<file path="src/rtl/lava_pkg.sv">
// Shared types for the lava compositor: 16.16 fixed point and the pixel FSM states.
package lava_pkg;

  localparam int FRAC_W = 16;

  typedef logic [31:0] fix_t;

  localparam fix_t FIX_ONE = fix_t'(1) << FRAC_W;
  localparam fix_t FIX_MAX = 32'hFFFF_FFFF;

  typedef enum logic [2:0] {
    IDLE,
    ISSUE,
    WAIT,
    SUM,
    EMIT
  } comp_state_t;

endpackage

</file>
<file path="src/rtl/lava_shade.sv">
// Saturating sum of NUM_BALLS field values, shaded to an 8-bit intensity (LAVA_GRADIENT_EN selects gradient).
// Latency: combinational.
// Backpressure: none, pure function of its inputs.
module lava_shade
  import lava_pkg::*;
#(
  parameter int NUM_BALLS = 4,
`ifdef LAVA_GRADIENT_EN
  parameter int GRAD_SHIFT = 8
`else
  parameter fix_t THRESH = FIX_ONE
`endif
) (
  input  logic [32*NUM_BALLS-1:0] vals,
  output logic [7:0]              data
);

  localparam int SW = 32 + $clog2(NUM_BALLS);

  logic [SW-1:0] sum;
  fix_t          sat;

  // Wide enough that NUM_BALLS full-scale values cannot wrap before saturation.
  always_comb begin
    sum = '0;
    for (int i = 0; i < NUM_BALLS; i++) begin
      sum = sum + SW'(vals[32*i +: 32]);
    end
  end

  assign sat = (sum > SW'(FIX_MAX)) ? FIX_MAX : sum[31:0];

`ifdef LAVA_GRADIENT_EN
  fix_t grad;
  assign grad = sat >> GRAD_SHIFT;
  assign data = (grad > 32'd255) ? 8'hFF : grad[7:0];
`else
  assign data = (sat >= THRESH) ? 8'hFF : 8'h00;
`endif

endmodule

</file>
<file path="src/rtl/lava_compositor.sv">
// Scans an H_RES x V_RES grid, gathers NUM_BALLS field values per pixel and streams shaded pixels (LAVA_GRADIENT_EN: gradient shading).
// Latency: ISSUE, WAIT (>=1), SUM, EMIT -> one pixel per 4 cycles at best.
// Backpressure: EMIT holds out_valid/data until out_ready; scanning stalls meanwhile.
module lava_compositor
  import lava_pkg::*;
#(
  parameter int   NUM_BALLS  = 4,
  parameter int   H_RES      = 32,
  parameter int   V_RES      = 32,
  parameter fix_t STEP       = 32'h0000_8000,
  parameter fix_t MOV_INC    = 32'h0000_0a11,
  parameter fix_t THRESH     = 32'h0001_0000,
  parameter int   GRAD_SHIFT = 8
) (
  input  logic                   clk,
  input  logic                   rst,
  output logic                   px_stb,
  output logic [31:0]            p_x,
  output logic [31:0]            p_y,
  output logic                   mov_en,
  input  logic [NUM_BALLS-1:0]   field_vld,
  input  logic [32*NUM_BALLS-1:0] field,
  output logic                   out_valid,
  input  logic                   out_ready,
  output logic [7:0]             out_data,
  output logic                   out_sof,
  output logic                   out_eol
);

  localparam int XW = (H_RES > 1) ? $clog2(H_RES) : 1;
  localparam int YW = (V_RES > 1) ? $clog2(V_RES) : 1;

  if (NUM_BALLS < 1 || NUM_BALLS > 16 || GRAD_SHIFT < 0 || GRAD_SHIFT > 31) begin : g_bad_cfg
    $error("lava_compositor: NUM_BALLS must be 1..16 and GRAD_SHIFT 0..31");
  end

  comp_state_t          state, state_nxt;
  logic [XW-1:0]        x_cnt;
  logic [YW-1:0]        y_cnt;
  fix_t                 acc;
  logic [32:0]          acc_sum;
  logic                 mov_pend;
  logic [NUM_BALLS-1:0] mask, mask_nxt;
  fix_t                 cap [NUM_BALLS];
  logic [32*NUM_BALLS-1:0] cap_flat;
  logic [7:0]           shade_dat;
  logic                 at_origin, x_last, y_last, hs;

  assign at_origin = (x_cnt == '0) && (y_cnt == '0);
  assign x_last    = (x_cnt == XW'(H_RES - 1));
  assign y_last    = (y_cnt == YW'(V_RES - 1));
  assign out_valid = (state == EMIT);
  assign hs        = out_valid && out_ready;
  assign acc_sum   = {1'b0, acc} + {1'b0, MOV_INC};

  always_ff @(posedge clk) begin
    if (!rst) state <= IDLE;
    else      state <= state_nxt;
  end

  always_comb begin
    state_nxt = state;
    px_stb    = 1'b0;
    mov_en    = 1'b0;
    mask_nxt  = mask;
    case (state)
      IDLE:  state_nxt = ISSUE;
      ISSUE: begin
        px_stb    = 1'b1;
        mov_en    = at_origin && mov_pend;
        mask_nxt  = '0;
        state_nxt = WAIT;
      end
      WAIT: begin
        // Look at the updated mask so the last capture goes straight to SUM.
        mask_nxt = mask | field_vld;
        if (&mask_nxt) state_nxt = SUM;
      end
      SUM:   state_nxt = EMIT;
      EMIT:  if (out_ready) state_nxt = ISSUE;
      default: state_nxt = IDLE;
    endcase
  end

  always_comb begin
    cap_flat = '0;
    for (int i = 0; i < NUM_BALLS; i++) begin
      cap_flat[32*i +: 32] = cap[i];
    end
  end

  lava_shade #(
    .NUM_BALLS (NUM_BALLS),
`ifdef LAVA_GRADIENT_EN
    .GRAD_SHIFT(GRAD_SHIFT)
`else
    .THRESH    (THRESH)
`endif
  ) u_shade (
    .vals(cap_flat),
    .data(shade_dat)
  );

  always_ff @(posedge clk) begin
    if (!rst) begin
      x_cnt    <= '0;
      y_cnt    <= '0;
      p_x      <= '0;
      p_y      <= '0;
      acc      <= '0;
      mov_pend <= 1'b0;
      mask     <= '0;
      out_data <= '0;
      out_sof  <= 1'b0;
      out_eol  <= 1'b0;
      for (int i = 0; i < NUM_BALLS; i++) cap[i] <= '0;
    end else begin
      acc  <= acc_sum[31:0];
      mask <= mask_nxt;
      // A fresh carry wins over the clear; requests never stack beyond one.
      if (acc_sum[32])  mov_pend <= 1'b1;
      else if (mov_en)  mov_pend <= 1'b0;
      if (state == WAIT) begin
        for (int i = 0; i < NUM_BALLS; i++) begin
          if (field_vld[i] && !mask[i]) cap[i] <= field[32*i +: 32];
        end
      end
      if (state == SUM) begin
        out_data <= shade_dat;
        out_sof  <= at_origin;
        out_eol  <= x_last;
      end
      if (hs) begin
        if (x_last) begin
          x_cnt <= '0;
          p_x   <= '0;
          if (y_last) begin
            y_cnt <= '0;
            p_y   <= '0;
          end else begin
            y_cnt <= y_cnt + 1'b1;
            p_y   <= p_y + STEP;
          end
        end else begin
          x_cnt <= x_cnt + 1'b1;
          p_x   <= p_x + STEP;
        end
      end
    end
  end

endmodule
</file>
<file path="config.mk">
export PLATFORM = sky130hd
export DESIGN_NAME = lava_compositor
export DESIGN_NICKNAME = d
export VERILOG_FILES = /design/src/rtl/lava_pkg.sv /design/src/rtl/lava_shade.sv /design/src/rtl/lava_compositor.sv
export SDC_FILE = /design/constraint.sdc
export NUM_CORES = 1
export LEC_CHECK = 0
export ABC_AREA = 1
export BUFFER_PORTS_ARGS = -buffer_cell sky130_fd_sc_hd__buf_4
export CORE_UTILIZATION = 56
export DETAILED_ROUTE_END_ITERATION = 6
export PLACE_DENSITY = 0.83
export SLEW_MARGIN = 20
export SYNTH_ARGS = -nofsm -noshare
export SYNTH_HDL_FRONTEND = slang
export SYNTH_SLANG_ARGS = --single-unit
</file>
<file path="constraint.sdc">
create_clock -name clk -period 8 [get_ports clk]
set_clock_uncertainty 0.05 [all_clocks]
set_input_delay 1.2 -clock clk [delete_from_list [all_inputs] [get_ports clk]]
set_output_delay 1.2 -clock clk [all_outputs]
set_load 0.01 [all_outputs]
</file>
==> reports/metrics.yaml, run 1 <==
floorplanning:
  dieArea_um2: 26300
  chipHeight_um: 162
  initial_core_util: 0.571
  core.rowCount: 58
  ios: 212
  die_x_um: 162
  core_um2: 25200
sta:
  post-route-period-util: 0.637
  worst_pin_slew_ns: 0.853
  grt_setup_unrepaired: "false"
  finalSetupTns_ns: 0
  setup_ws_ns: 2.90
  slew_violations: 0
  timing.fmax_ghz: 0.196
  finalSetupViolCount: 0
  hold_viol: 0
  min_period_ns: 5.10
  relSlewSlack: 0.431
critical_path:
  crit_required_ns: 8.35
  cpMostUsedCell: "nand2_1"
  path_max_fanout: 5
  cp-end-kind: "flip-flop"
  worstSetupPathType: "flip-flop to flip-flop"
  critPathArrivalTime_ns: 5.44
  start_kind: "flip-flop"
  slowest_stage: "fa_1"
  cp_slowest_stage_delay_ns: 0.49
yosys:
  ys_types: 55
  syn_avg_cell_area_um2: 7.44
  yosys_most_used_dff: "edfxtp_1"
  synthTopCellsByArea: "edfxtp_1 27%, dfxtp_1 12%, inv_1 12%"
  ys_warn_count: 0
  syn_area_um2: 14400
  synthCells: 1931
  synth_edf_count: 128
  ys_ff_latch: 215
  synth-async-reset-ratio: 0
  yosysSeqAreaShare: 0.389
  synth_top_area_frac: 0.267
  synth_area_leader_cell: "edfxtp_1"
route:
  vias_per_cell: 5.07
  postRouteAntennaNets: 0
  vias: 12500
  drt-pass1-iter-count: 5
  avgRoutedWirePerCell_um: 14.9
  totalWireLength_mm: 36.7
  drtIter0Drc: 779
  drcViolationCount: 0
finish:
  drive_above_1_share: 0.127
  final_cell_mix: "458 x inv_1, 399 x nand2_1, 250 x nor2_1"
  syn2layout_area_growth_pct: 16.3
  antenna_cells: 0
  nets: 2357
  fill_cells: 2125
  final_common_cell: "inv_1"
clock_tree:
  cts_max_path_buffers: 3
  htree_levels: 1
  cts_root_buffer: "clkbuf_16"
  clk_latency_ns: 0.53
  cts_hold_buf: 0
  cts_sinks: 215
  post-cts-setup-buffer-count: 0
  cts_resized: 0
  clk_pin_slew_ns: 0.06
  cts_tree: "built"
  cts_buffers: 23
global_routing:
  grt_start_max_net_pins: 40
  met3_usage: 0.0628
  grt_busiest_layer: "met2"
  grtUsageMet2: 0.506
  antenna_found_initial: 0
  grt_use_total: 0.283
  grt_use_met1: 0.333
  grt_pass1_vias: 12500
  grt_overflow: 0
  grt_pass1_wl_mm: 59.0
run_status:
  status: "complete, no violations"
place:
  detailedPlace.worstSlack_ns: 3.00
  hpwl_mm: 28.6
  io_buffers: 181
  place_congestion: 0.929
pwr:
  switchingPower_w: 0.00178
  pwr-share-seq: 0.306
  pwr-share-clk: 0.253
  p_leak_nw: 8.45
  powerDensity_nw_per_um2: 259
  internal_power_w: 0.00254
  vdd_ir_drop_max_mv: 0.196
  p_sw_frac: 0.411
  p_comb_frac: 0.441
run:
  cap_violations: 0
hold_path:
  min_path_type: "flip-flop to flip-flop"
state kept, by name (all words and copies together), names as in the netlist:
name / cells
out_sof: 1
cap: 128
p_x: 17
mask: 4
acc: 32
out_eol: 1
out_data: 1
state: 3
mov_pend: 1
y_cnt: 5
p_y: 17
x_cnt: 5
metal layers:
layer / up-vias / part of all wire
met5: - / 0
met2: 367 / 0.49
met4: 0 / 0.034
li1: 6295 / -
met3: 84 / 0.071
met1: 5729 / 0.40
kinds of logic after synthesis:
| family | share of synthesized area |
|---|---|
| compound gates | 0.0847 |
| xor+xnor | 0.0225 |
| fa+ha+maj | 0.111 |
| buf+inv | 0.147 |
| flops | 0.389 |
| other cells | 0.000261 |
| simple gates | 0.246 |
Yosys cell counts, types with 3 or more instances:
library cell  count
nor3_1           40
clkbuf_1         19
o211ai_1          4
edfxtp_1        128
inv_2             4
or2_2             4
a21o_1            4
dfxtp_1          87
o21ai_0          56
nand3b_1         13
o21ai_1           6
nor3_2            5
a31oi_1           6
a21oi_1         114
inv_1           458
nand3_1          57
nand4_1          22
nor4_1            5
buf_4            37
nor2_1          250
and2_1            4
nor3b_1           5
nand2_2           5
o22ai_1           4
fa_1             34
nor2_4            4
xor2_1           18
nand2_1         399
a221oi_1          3
a211oi_1          3
ha_1             73
xnor2_1          19
o21bai_1          6
nor2_2            7
worst max-delay path, delay by kind of cell, from the launching register on:
| family | cells | cell delay [ns] |
|---|---|---|
| simple gates | 17 | 1.86 |
| fa+ha+maj | 4 | 1.30 |
| compound gates | 5 | 1.08 |
| flops | 1 | 0.37 |
| buf+inv | 4 | 0.32 |
power groups by stage:
| stage | combinational, W | clock (W) | sequential [W] |
|---|---|---|---|
| after floorplan | 0.00136 | 0 | 0.00133 |
| after global placement | 0.00186 | 0 | 0.00134 |
| after detailed placement | 0.00188 | 0 | 0.00135 |
| after CTS | 0.00190 | 0.00111 | 0.00132 |
| after global routing | 0.00216 | 0.00115 | 0.00133 |
| final | 0.00191 | 0.00109 | 0.00132 |
final timing paths:
path	startpoint	endpoint	slack (ns)	depth (start not counted)
hold / removal	acc[0]	acc[0]	0.40	1
setup reg to reg	cap[1][0]	out_data[6]	2.90	30
setup / recovery	cap[1][0]	out_data[6]	2.90	30
hold reg to reg	acc[0]	acc[0]	0.40	1
per-stage QoR:
stage	total power [W]	utilization	hold slack, ns	cell area [um^2]	std cells
2_1_floorplan	0.00269	-	0.368	14500	1960
3_3_place_gp	0.00320	0.633	0.378	15900	2420
3_5_place_dp	0.00322	0.634	0.391	16000	2420
4_1_cts	0.00432	0.664	0.404	16700	2462
5_1_grt	0.00464	0.664	0.422	16700	2462
6_report	0.00432	0.664	0.401	16700	2462
area by class of cell:
| class | instances | area (um^2) | share of cell area |
|---|---|---|---|
| multi-input combinational | 1221 | 6780 | 0.406 |
| sequential | 215 | 5590 | 0.334 |
| inverter | 464 | 1740 | 0.104 |
| timing repair buffer | 190 | 1430 | 0.0853 |
| clock buffer | 28 | 614 | 0.0368 |
| tap | 330 | 413 | 0.0247 |
| clock inverter | 14 | 146 | 0.00876 |
Note: power is estimated with default switching activity, not from simulation.
==> run 2: changes to the inputs <==
--- a/config.mk
+++ b/config.mk
@@ -5,11 +5,11 @@
 export SDC_FILE = /design/constraint.sdc
 export NUM_CORES = 1
 export LEC_CHECK = 0
-export ABC_AREA = 1
+export ABC_AREA = 0
 export BUFFER_PORTS_ARGS = -buffer_cell sky130_fd_sc_hd__buf_4
-export CORE_UTILIZATION = 56
+export CORE_UTILIZATION = 52
 export DETAILED_ROUTE_END_ITERATION = 6
-export PLACE_DENSITY = 0.83
+export PLACE_DENSITY = 0.82
 export SLEW_MARGIN = 20
 export SYNTH_ARGS = -nofsm -noshare
 export SYNTH_HDL_FRONTEND = slang
==> constraint.sdc (replaced) <==
create_clock -name clk -period 4.4 [get_ports clk]
set_clock_uncertainty 0.05 [all_clocks]
set_input_delay 0.66 -clock clk [delete_from_list [all_inputs] [get_ports clk]]
set_output_delay 0.66 -clock clk [all_outputs]
set_load 0.01 [all_outputs]
==> reports/metrics.yaml, run 2 <==
finish:
  antenna_cells: 0
  seq_area_um2: 5590
  top_regs: "cap (128), acc (32)"
  regMostFlops: "cap"
  final_common_cell: "buf_4"
  fill_cells: 1792
  syn2layout_area_growth_pct: 27.9
  final_cell_mix: "326 x buf_4, 158 x and2_1, 137 x inv_1"
  drive_above_1_share: 0.254
  multi_input_area_um2: 6680
  nets: 1849
  largest_register_ff_count: 128
route:
  postRouteAntennaNets: 0
  drcViolationCount: 0
  drt-pass1-iter-count: 4
  vias: 10000
  vias_per_cell: 5.15
  avgRoutedWirePerCell_um: 15.4
  totalWireLength_mm: 30.1
  drtIter0Drc: 428
yosys:
  syn_area_um2: 12900
  synth.most_common_cell: "and2_1"
  yosys_most_used_dff: "edfxtp_1"
  ys_types: 67
  ys_warn_count: 0
  yosysSeqAreaShare: 0.434
  synth_area_leader_cell: "edfxtp_1"
  synth_top_area_frac: 0.299
  ys_ff_latch: 215
  synth-async-reset-ratio: 0
  synth_commonest_cells: "158 x and2_1, 138 x inv_1, 128 x edfxtp_1"
  synthTopCellsByArea: "edfxtp_1 30%, dfxtp_1 14%, and2_1 7.7%"
  syn_avg_cell_area_um2: 9.97
  synth_edf_count: 128
  synthCells: 1290
sta:
  post-route-period-util: 1.21
  setup_ws_ns: -0.906
  worst_pin_slew_ns: 0.651
  finalSetupViolCount: 1
  relSlewSlack: 0.565
  min_period_ns: 5.31
  slew_violations: 0
  grt_setup_unrepaired: "true"
  hold_viol: 0
  timing.fmax_ghz: 0.188
  finalSetupTns_ns: -0.906
critical_path:
  path_max_fanout: 4
  worstSetupPathType: "flip-flop to flip-flop"
  cp-end-kind: "flip-flop"
  cp_slowest_stage_delay_ns: 0.46
  cpMostUsedCell: "a21oi_1"
  crit_chain: "ha_4 > a21o_1 > a21oi_4 > a21oi_2 > o311ai_2 > nand2_2 > o41ai_2 > o211a_1 > o21bai_1 > a21oi_1 > xnor2_1 > fa_1 > ha_1 > a21oi_2 > o2111ai_1 > a21oi_1 > o2111ai_1 > nor4_1 > o211ai_1 > or4_4 > a2111oi_4 > a21oi_1"
  critPathArrivalTime_ns: 5.68
  crit_required_ns: 4.77
  start_kind: "flip-flop"
  cp_num_buf_inv: 0
  slowest_stage: "fa_1"
  path_delay_family: "compound AO/OA/AOI/OAI gates"
clock_tree:
  clk_latency_ns: 0.53
  cts_max_path_buffers: 3
  cts_buffers: 25
  clk_pin_slew_ns: 0.07
  htree_levels: 1
  cts_sinks: 215
  cts_root_buffer: "clkbuf_16"
  cts_tree: "built"
global_routing:
  antenna_found_initial: 0
  grt_pass1_vias: 10200
  grt_use_total: 0.241
  grt_pass1_wl_mm: 49.3
  grt_overflow: 0
  grt_start_max_net_pins: 59
floorplanning:
  ios: 212
  initial_core_util: 0.530
  core_um2: 24200
  chipHeight_um: 159
  die_x_um: 159
  core.rowCount: 57
  dieArea_um2: 25400
run:
  cap_violations: 0
hold_path:
  min_path_type: "input port to flip-flop"
place:
  io_buffers: 181
  place_congestion: 0.895
  hpwl_mm: 22.6
  detailedPlace.worstSlack_ns: -1.00
pwr:
  p_leak_nw: 7.55
  vdd_ir_drop_max_mv: 0.298
  power_w: 0.00722
  powerDensity_nw_per_um2: 439
run_status:
  status: "finished, violations left"
  violations: "negative setup slack"
[run 2: cell types whose count changed in the layout (fill, tap and decap cells not counted), sizes merged, moves of 23 or more]
cell / change
a21oi: -52
nor3: -39
buf: +136
and3: +23
inv: -324
nand3: -42
nand2: -324
xor2: +30
a21o: +25
nor2: -200
and2: +154
[run 2: power breakdown]
part           switching [W]  leakage (nW)  internal (W)
Clock               0.000840         0.393       0.00120
Combinational        0.00147          5.12       0.00137
Sequential         0.0000630          2.04       0.00228
[run 2: path summary, 6_finish.rpt]
kind | cells after the start | end | slack (ns) | from
min | 2 | cap[2][31] | 0.34 | field[95]
max | 22 | out_data[6] | -0.91 | cap[1][4]
min reg2reg | 2 | acc[14] | 0.44 | acc[14]
max reg2reg | 22 | out_data[6] | -0.91 | cap[1][4]
[run 2: cells by family after synthesis]
| kind of cell | count (synthesis) | synth area share |
|---|---|---|
| compound gates | 227 | 0.117 |
| xor+xnor | 89 | 0.0606 |
| fa+ha+maj | 107 | 0.124 |
| buf+inv | 203 | 0.0701 |
| flops | 215 | 0.434 |
| mux | 6 | 0.00467 |
| other cells | 1 | 0.000292 |
| simple gates | 442 | 0.188 |
[run 2: final cells by class]
type | instances | share of cell area
repair buffers | 326 | 0.149
flip-flops and latches | 215 | 0.340
inverters | 138 | 0.0315
clock buffers | 32 | 0.0406
multi-input cells | 901 | 0.406
well taps | 324 | 0.0247
clock inverters | 13 | 0.00830
[run 2: timing repair]
action / in CTS / in global routing
hold buffers: 0 / 0
gates resized for setup: 17 / 10
setup endpoints to repair: 1 / 1
pin swaps: 19 / 16
setup buffers: 2 / 1
[run 2: metal layers]
| layer | vias to the layer above | track usage | part of all wire |
|---|---|---|---|
| li1 | 4961 | - | - |
| met1 | 4746 | 0.297 | 0.42 |
| met2 | 268 | 0.414 | 0.48 |
| met3 | 71 | 0.0492 | 0.058 |
| met4 | 0 | 0.0935 | 0.040 |
| met5 | - | 0 | 0 |
[run 2: metrics by stage]
step           cell area (um^2)  utilization  std cells  hold WS, ns
6_report                  16400        0.678       1949        0.345
5_1_grt                   16400        0.678       1949        0.332
4_1_cts                   16400        0.676       1948        0.329
3_5_place_dp              15500        0.638       1901        0.430
3_3_place_gp              15500        0.638       1901        0.402
2_1_floorplan             13000            -       1319        0.387
[run 2: worst reg2reg max path: stages, from the launching register on]
cell and delay, ns:
edfxtp_1 0.42, ha_4 0.27, a21o_1 0.21, a21oi_4 0.20, a21oi_2 0.10, o311ai_2 0.28
nand2_2 0.16, o41ai_2 0.25, o211a_1 0.21, o21bai_1 0.07, a21oi_1 0.17, xnor2_1 0.18
fa_1 0.47, ha_1 0.34, a21oi_2 0.17, o2111ai_1 0.11, a21oi_1 0.20, o2111ai_1 0.14
nor4_1 0.31, o211ai_1 0.14, or4_4 0.45, a2111oi_4 0.21, a21oi_1 0.10
